`src/rtl/align_shifter_pipe.sv`:
```
// -----------------------------------------------------------------------------
// align_shifter_pipe
//
// Pipelined alignment right-shifter for the L1 operand preparer. The IN_W-bit
// mantissa is MSB-aligned into an OUT_W-bit field and shifted right by
// in_shift. Vacated high bits take the fill bit (in_sig, suppressed for a zero
// mantissa). The shift amount is split into STAGES contiguous bit groups,
// LSB group first. Each register stage applies one group, so no single
// combinational barrel spans the whole exponent-difference range.
//
// Every stage holds a valid flag and loads whenever it is empty or its
// contents move on in the same cycle, so bubbles collapse under backpressure
// and full throughput is kept while out_ready = 1.
//
// Configuration macro:
//   ALIGN_SHIFT_STICKY_EN  defined     -> sticky logic built, out_sticky live
//                          not defined -> no sticky logic, out_sticky = 0
//
// Ports:
//   clk, rst_n   clock; asynchronous active-low reset
//   flush        synchronous drop of every in-flight transaction
//   in_valid / in_ready / in_data / in_shift / in_sig / in_tag
//                input handshake, mantissa, shift amount, fill bit, tag
//   out_valid / out_ready / out_data / out_sticky / out_tag
//                output handshake, aligned result, sticky bit, tag
// -----------------------------------------------------------------------------
module align_shifter_pipe #(
  parameter int IN_W   = 26,
  parameter int OUT_W  = 50,
  parameter int SH_W   = 5,
  parameter int STAGES = 3,
  parameter int TAG_W  = 4
) (
  input  logic             clk,
  input  logic             rst_n,
  input  logic             flush,
  input  logic             in_valid,
  output logic             in_ready,
  input  logic [IN_W-1:0]  in_data,
  input  logic [SH_W-1:0]  in_shift,
  input  logic             in_sig,
  input  logic [TAG_W-1:0] in_tag,
  output logic             out_valid,
  input  logic             out_ready,
  output logic [OUT_W-1:0] out_data,
  output logic             out_sticky,
  output logic [TAG_W-1:0] out_tag
);

  // Lowest shift bit handled by stage s. The first (SH_W % STAGES) groups
  // are one bit wider, so the partition covers all SH_W bits for any legal
  // STAGES. grp_lo(STAGES) == SH_W.
  function automatic int grp_lo(input int s);
    int base;
    int extra;
    base  = SH_W / STAGES;
    extra = SH_W % STAGES;
    return s * base + ((s < extra) ? s : extra);
  endfunction

  localparam logic [OUT_W-1:0] ONES = '1;

  // Stage registers
  logic [STAGES-1:0] r_valid;
  logic [OUT_W-1:0]  r_data  [STAGES];
  logic              r_fill  [STAGES];
  logic [SH_W-1:0]   r_shift [STAGES];
  logic [TAG_W-1:0]  r_tag   [STAGES];

  // Next-value of each stage's datapath, computed from the previous stage
  logic [OUT_W-1:0]  w_nxt_data  [STAGES];
  logic              w_nxt_fill  [STAGES];
  logic [SH_W-1:0]   w_nxt_shift [STAGES];
  logic [TAG_W-1:0]  w_nxt_tag   [STAGES];

`ifdef ALIGN_SHIFT_STICKY_EN
  logic              r_sticky     [STAGES];
  logic              w_nxt_sticky [STAGES];
`endif

  // Handshake: w_ready[s] means stage s may load this cycle;
  // w_ready[STAGES] is the downstream consumer.
  logic [STAGES:0]   w_ready;
  logic [STAGES-1:0] w_load;
  logic              w_in_ready;

  // ---------------------------------------------------------------------------
  // Per-stage shift datapath
  // ---------------------------------------------------------------------------
  for (genvar s = 0; s < STAGES; s++) begin : g_stage
    localparam int LO = grp_lo(s);
    localparam int HI = grp_lo(s + 1);
    // Shift bits [HI-1:LO] belong to this stage; masking keeps them at their
    // binary weight so the stage shifts by exactly that group's contribution.
    localparam logic [SH_W-1:0] GMASK =
      SH_W'(((64'd1 << HI) - 64'd1) & ~((64'd1 << LO) - 64'd1));

    logic [OUT_W-1:0] w_d_in;
    logic             w_f_in;
    logic [SH_W-1:0]  w_sh_in;
    logic [TAG_W-1:0] w_tag_in;
    logic [SH_W-1:0]  w_amt;

    if (s == 0) begin : g_first
      assign w_d_in   = OUT_W'(in_data) << (OUT_W - IN_W);
      // A zero mantissa must give an all-zero result, so the fill is gated.
      assign w_f_in   = in_sig & (|in_data);
      assign w_sh_in  = in_shift;
      assign w_tag_in = in_tag;
    end else begin : g_next
      assign w_d_in   = r_data[s-1];
      assign w_f_in   = r_fill[s-1];
      assign w_sh_in  = r_shift[s-1];
      assign w_tag_in = r_tag[s-1];
    end

    assign w_amt = w_sh_in & GMASK;

    // Right shift with fill: an amount of OUT_W or more leaves only fill bits,
    // because both shifted terms become zero and the fill mask becomes full.
    assign w_nxt_data[s]  = (w_d_in >> w_amt) | ({OUT_W{w_f_in}} & ~(ONES >> w_amt));
    assign w_nxt_fill[s]  = w_f_in;
    assign w_nxt_shift[s] = w_sh_in;
    assign w_nxt_tag[s]   = w_tag_in;

`ifdef ALIGN_SHIFT_STICKY_EN
    // Partial sticky: OR of the bits this stage pushes below bit 0. Fill bits
    // can only be lost once the total shift exceeds OUT_W, which implies a
    // non-zero mantissa, so the accumulated value still equals the OR of the
    // original extended operand's low bits.
    logic w_st_in;
    if (s == 0) begin : g_st_first
      assign w_st_in = 1'b0;
    end else begin : g_st_next
      assign w_st_in = r_sticky[s-1];
    end
    assign w_nxt_sticky[s] = w_st_in | (|(w_d_in & ~(ONES << w_amt)));
`endif
  end

  // ---------------------------------------------------------------------------
  // Elastic handshake: a stage can load when it is empty or when its own
  // contents are moving on, which reduces to an OR chain back from out_ready.
  // ---------------------------------------------------------------------------
  always_comb begin
    // NOTE: every variable gets a default first so no path leaves it unassigned
    // and no latch is inferred.
    w_ready = '0;
    w_load  = '0;
    w_ready[STAGES] = out_ready;
    for (int s = STAGES - 1; s >= 0; s--) begin
      w_ready[s] = !r_valid[s] || w_ready[s+1];
    end
    w_in_ready = w_ready[0] && !flush;
    w_load[0]  = in_valid && w_in_ready;
    for (int s = 1; s < STAGES; s++) begin
      w_load[s] = r_valid[s-1] && w_ready[s];
    end
  end

  assign in_ready = w_in_ready & rst_n;

  // ---------------------------------------------------------------------------
  // Stage registers
  // ---------------------------------------------------------------------------
  always_ff @(posedge clk or negedge rst_n) begin
    if (!rst_n) begin
      r_valid <= '0;
      // NOTE: the datapath registers are reset too, because the last stage
      // drives out_data/out_tag directly and those must read 0 out of reset.
      for (int s = 0; s < STAGES; s++) begin
        r_data[s]  <= '0;
        r_fill[s]  <= 1'b0;
        r_shift[s] <= '0;
        r_tag[s]   <= '0;
      end
    end else begin
      for (int s = 0; s < STAGES; s++) begin
        // NOTE: non-blocking assignments so every stage samples the values
        // its predecessor held before this edge.
        if (flush) begin
          r_valid[s] <= 1'b0;
        end else if (w_ready[s]) begin
          r_valid[s] <= w_load[s];
        end
        if (w_load[s]) begin
          r_data[s]  <= w_nxt_data[s];
          r_fill[s]  <= w_nxt_fill[s];
          r_shift[s] <= w_nxt_shift[s];
          r_tag[s]   <= w_nxt_tag[s];
        end
      end
    end
  end

`ifdef ALIGN_SHIFT_STICKY_EN
  always_ff @(posedge clk or negedge rst_n) begin
    if (!rst_n) begin
      for (int s = 0; s < STAGES; s++) begin
        r_sticky[s] <= 1'b0;
      end
    end else begin
      for (int s = 0; s < STAGES; s++) begin
        if (w_load[s]) begin
          r_sticky[s] <= w_nxt_sticky[s];
        end
      end
    end
  end

  assign out_sticky = r_sticky[STAGES-1];
`else
  assign out_sticky = 1'b0;
`endif

  assign out_valid = r_valid[STAGES-1];
  assign out_data  = r_data[STAGES-1];
  assign out_tag   = r_tag[STAGES-1];

endmodule

```
`config.mk`:
```
export PLATFORM = sky130hd
export DESIGN_NAME = align_shifter_pipe
export DESIGN_NICKNAME = d
export VERILOG_FILES = /design/src/rtl/align_shifter_pipe.sv
export SDC_FILE = /design/constraint.sdc
export NUM_CORES = 1
export LEC_CHECK = 0
export ABC_AREA = 1
export BUFFER_PORTS_ARGS = -buffer_cell sky130_fd_sc_hd__buf_2
export CAP_MARGIN = 20
export CORE_MARGIN = 5
export CORE_UTILIZATION = 62
export DETAILED_ROUTE_END_ITERATION = 8
export PLACE_DENSITY = 0.85
export SYNTH_ARGS = -nofsm -noshare
export SYNTH_HDL_FRONTEND = slang
export SYNTH_SLANG_ARGS = --single-unit
```
`constraint.sdc`:
```
create_clock -name clk -period 2.1 [get_ports clk]
set_clock_uncertainty 0.2 [all_clocks]
set_input_delay 0.63 -clock clk [delete_from_list [all_inputs] [get_ports clk]]
set_output_delay 0.63 -clock clk [all_outputs]
set_load 0.01 [all_outputs]
```
Yosys cells after proc, flatten, opt, wreduce, memory -nomap -nowiden --
Index checks and enable logic that the tools add are counted.
Storage, ports and cells: register bits after elaboration 177, input port bits 41, output and inout port bits 57, logic and storage cells 51
Cells by class: shift operators 6, multiplexer cells 6, bitwise logic cells 11, reductions and logical operators 15
Operators with widths (number):
- 50-bit AND | 3
- 50-bit inverter | 3
- 50-bit OR | 3
- 50-bit by 2-bit >> shifter with 50-bit output | 1
- 50-bit by 2-bit >> shifter with 50-bit output, first input constant | 1
- 50-bit by 4-bit >> shifter with 50-bit output | 1
- 50-bit by 4-bit >> shifter with 50-bit output, first input constant | 1
- 50-bit by 5-bit >> shifter with 50-bit output | 1
- 50-bit by 5-bit >> shifter with 50-bit output, first input constant | 1
- 26-bit OR reduction | 1
- 1-bit two-way mux | 6
- 2-bit nonzero test | 3
- 1-bit logical AND | 4
- 1-bit logical NOT | 4
- 1-bit logical OR | 3
- 1-bit AND | 2

Depth between registers and ports, before layout --
depth after elaboration 8, gate-level depth with buffers 10, depth with buffers taken out 10

Worst setup path before layout --
Ideal clock, no wire load.
path type input to output, start input out_ready, end output in_ready, arrival 0.967 ns, data required time 1.270 ns, setup slack 0.303 ns, cell stages on the path 4, path buffers 0, cells stage by stage inv_1 -> nand4_2 -> nand2_1 -> nor2_1
On the way: cells in the longest elaborated chain, start to end 5
Ends and longest elaborated chain:
- start: declaration | line 44 | input logic out_ready,
- 1-bit logical OR (3 in series) | line 152 | w_ready[s] = !r_valid[s] || w_ready[s+1];
- 1-bit logical AND | line 154 | w_in_ready = w_ready[0] && !flush;
- 1-bit AND | line 161 | assign in_ready = w_in_ready & rst_n;
- end: declaration | line 38 | output logic in_ready,
Every way passes these cells.

Worst setup path in the final report --
start register r_valid[2], end output in_ready
On the way: cells in the longest elaborated chain, start to end 6
Ends and longest elaborated chain:
- start: declaration | line 64 | logic [STAGES-1:0] r_valid;
- start signal: indexed assignment | line 184 | r_valid[s] <= w_load[s];
- 1-bit logical NOT | line 152
- 1-bit logical OR (3 in series) | line 152
- 1-bit logical AND | line 154
- 1-bit AND | line 161
Every way passes these cells.

==> out/metrics.csv <==
stage,metric,value,unit
setup_path,path_max_fanout,3,
route,vias_per_cell,5.534,
placement,gp_congestion,0.8551,
cts,cts_buffers,17,
power_and_ir_drop,powerDensity,1036,mW/mm^2
finish,area_growth,16.97,%
setup_path,crit_buf_inv,1,
setup_path,end_kind,primary output,
synth,syn-num-nets,918,
finish,fin_area,0.008168,mm^2
route,drt_wl_total,16.87,mm
sta,post-route-min-period,2.022,ns
global_route,grt_pass1_wl,28.05,mm
power_and_ir_drop,power.net_switching,2.679,mW
global_route,grt_overflow,0,
synth,synth_area_leaders,"dfrtp_1 (51%), nand2_1 (16%), o21ai_0 (13%), mux2i_1 (4.0%), inv_1 (3.5%)",
finish,drive_gt1_share,17.81,%
route,drcViolationCount,0,
route,wl_per_cell,15.11,um
floorplanning,die_area,0.01349,mm^2
sta,finalCritPeriodShare,96.28,%
sta,maxSlewViolCount,0,
power_and_ir_drop,power,8.460,mW
floorplanning,die_h,116.1,um
floorplanning,die_x,116.1,um
placement,placed_cell_area,0.007555,mm^2
synth,yosysTopAreaCellShare,50.53,%
setup_path,path_cells,nand4_2 > nand2_1 > nor2_1 > buf_2,
setup_path,cp_slowest_cell,dfrtp_1,
route,dr.pass1.iters,5,
cts,cts.sinks,141,
route,drt_iter0_markers,776,
outcome,outcome,"complete, no violations",
setup_path,required,1.27,ns
sta,hold_viol,0,
flow_run,drv_cap,0,
synth,yosysTopAreaCell,dfrtp_1,
power_and_ir_drop,seqPwrFrac,42.6,%
placement,port_buffers,96,
synth,ys_ff_latch,141,
setup_path,crit_family,flip-flops,
synth,postSynthCellCount,877,
floorplanning,start_util,63.86,%
floorplanning,ioPinCount,98,
synth,synth.top_cells.by_count,"nand2_1 (298), o21ai_0 (176), dfrtp_1 (141)",
cts,h-tree-depth,4,
floorplanning,num_rows,38,
power_and_ir_drop,p_sw_share,31.67,%
sta,fmax,494.6,MHz
sta,rsz0062_at_grt,true,
setup_path,worst-path-stages,4,
power_and_ir_drop,peakVddDrop,0.7487,mV
setup_path,start_kind,flop,
placement,hpwl,11.53,mm
global_route,antenna_found_initial,0,
sta,worstMarginPinSlew,0.8173,ns
synth,synth_ff_type,dfrtp_1,
setup_path,reg2reg_depth,7,
synth,async_reset_ff_share,100.0,%
synth,syn_avg_cell_area,7.962,um^2
finish,num-nets-final,1005,
setup_path,cp_slowest_stage_delay,0.40,ns
global_route,grt_max_degree,142,
synth,synth-edff-count,0,
sta,setup_viol,0,
cts,clkTransAtPathRegs,0.06,ns
synth,synth_most_common_cell,nand2_1,
power_and_ir_drop,leakagePower,4.210,nW
setup_path,path_class,flop to primary output,
setup_path,cp.arrival,1.19,ns
power_and_ir_drop,p_comb_share,22.7,%
cts,clock-root-buffer,clkbuf_16,
synth,netlist_area,0.006983,mm^2
synth,synth.distinct_cells,31,
cts,clk_path_buf_depth,2,
power_and_ir_drop,clkPwrFrac,34.8,%
route,antenna_left,0,
route,via_count,6182,
sta,relSlewSlack,45.51,%
cts,clock_latency,0.42,ns
floorplanning,coreArea,0.01094,mm^2
synth,ys_seq_area_share,50.53,%
finish,fillers,788,
power_and_ir_drop,p_int,5.781,mW
global_route,grt_pass1_vias,5790,
finish,antennaDiodeCount,0,
worst_hold_path,hold_path_class,input pin to async pin,
synth,synth_warnings,0,
cts,cts_tree,built,
global_route,grtUsageTotal,26.41,%
-- what timing repair did --
| item | in CTS | in global routing |
|---|---|---|
| hold buffers | 0 | 0 |
| resized for setup | 0 | 0 |
| setup endpoints to repair | 0 | 1 |
| buffers inserted | 0 | 3 |
| endpoints found under the hold margin | 0 | 0 |
-- flip-flops by register name, summed over array words and instances (netlist names) --
signal            cells
g_stage.w_f_in        2
r_valid               3
g_stage.w_d_in       70
out_tag               4
g_stage.w_tag_in      8
out_data             50
g_stage.w_sh_in       4
-- worst reg2reg max path, cell delays in order, from the launching register on --
cell	delay [ns]
dfrtp_1	0.40
buf_4	0.15
nand3_1	0.11
nand2_2	0.09
inv_2	0.34
o31ai_4	0.17
nor3_1	0.18
a21oi_1	0.06
-- final cells by class --
cell class,instances,area [um^2],area share [%]
clock buffers,23,508.0,6.219
clock inverters,9,82.58,1.011
inverters,70,265.3,3.248
multi-input cells,608,2858,34.99
flip-flops and latches,141,3530,43.21
well taps,140,175.2,2.145
repair buffers,126,749.5,9.176
-- power by group through the flow --
stage / clock network (mW) / registers (mW) / logic (mW)
3_5_place_dp: 0 / 3.63 / 1.88
5_1_grt: 3.09 / 3.66 / 2.16
2_1_floorplan: 0 / 3.67 / 1.09
3_3_place_gp: 0 / 3.61 / 1.83
6_report: 2.94 / 3.60 / 1.92
4_1_cts: 2.96 / 3.59 / 1.92
-- stage by stage --
stage               hold slack [ns]  TNS (ns)  util [%]  setup WS [ns]  cells
finish                      0.03384         0     74.69        0.07816   1117
global placement             0.2525         0     69.08         0.1072   1082
CTS                          0.1602         0     74.49        0.02926   1114
floorplan                    0.1344         0         -         0.3030    877
detailed placement           0.2605         0     69.08        0.07661   1082
global route                 0.1795  -0.03784     74.69       -0.03784   1117
-- cell usage in the layout (no fill, tap or decap), types with 4 or more instances in the layout --
master	Yosys	final
o21ai_0	176	176
buf_2	15	95
o31ai_1	6	6
nor2_1	24	24
mux2i_1	28	28
o21ai_1	13	13
a31oi_1	6	6
clkbuf_16	0	17
nand2_1	298	298
inv_2	4	4
nand3_1	21	21
a21oi_1	17	17
clkinv_2	0	4
buf_4	13	27
a22oi_1	4	4
clkbuf_8	0	6
dfrtp_1	141	140
inv_1	65	65
-- final timing paths --
path                                          to  slack [ns]         start
max reg2reg                g_stage[2].w_d_in[38]        0.28    r_valid[2]
min reg2reg                         out_data[45]        0.27  out_data[45]
min in group clk                      r_valid[1]        0.21         flush
max in group asynchronous           out_data[15]        0.98         rst_n
min                        g_stage[1].w_d_in[22]        0.03         rst_n
max                                     in_ready        0.08    r_valid[2]
-- cells by family (layout without fill, tap and decap cells) --
| logic type | after synthesis | in the layout | synth area share, % |
|---|---|---|---|
| other cells | 1 | 1 | 0.05370 |
| simple gates | 354 | 354 | 19.92 |
| compound gates | 225 | 225 | 16.93 |
| buf+inv | 128 | 228 | 8.547 |
| flops | 141 | 141 | 50.53 |
| mux | 28 | 28 | 4.014 |
-- per-layer routing --
layer / GRT usage, % / routed length (um)
met5: 0 / 0
met1: 35.19 / 7147
met3: 5.855 / 1195
met2: 42.54 / 8076
met4: 10.44 / 455
(Power assumes the default switching activity.)
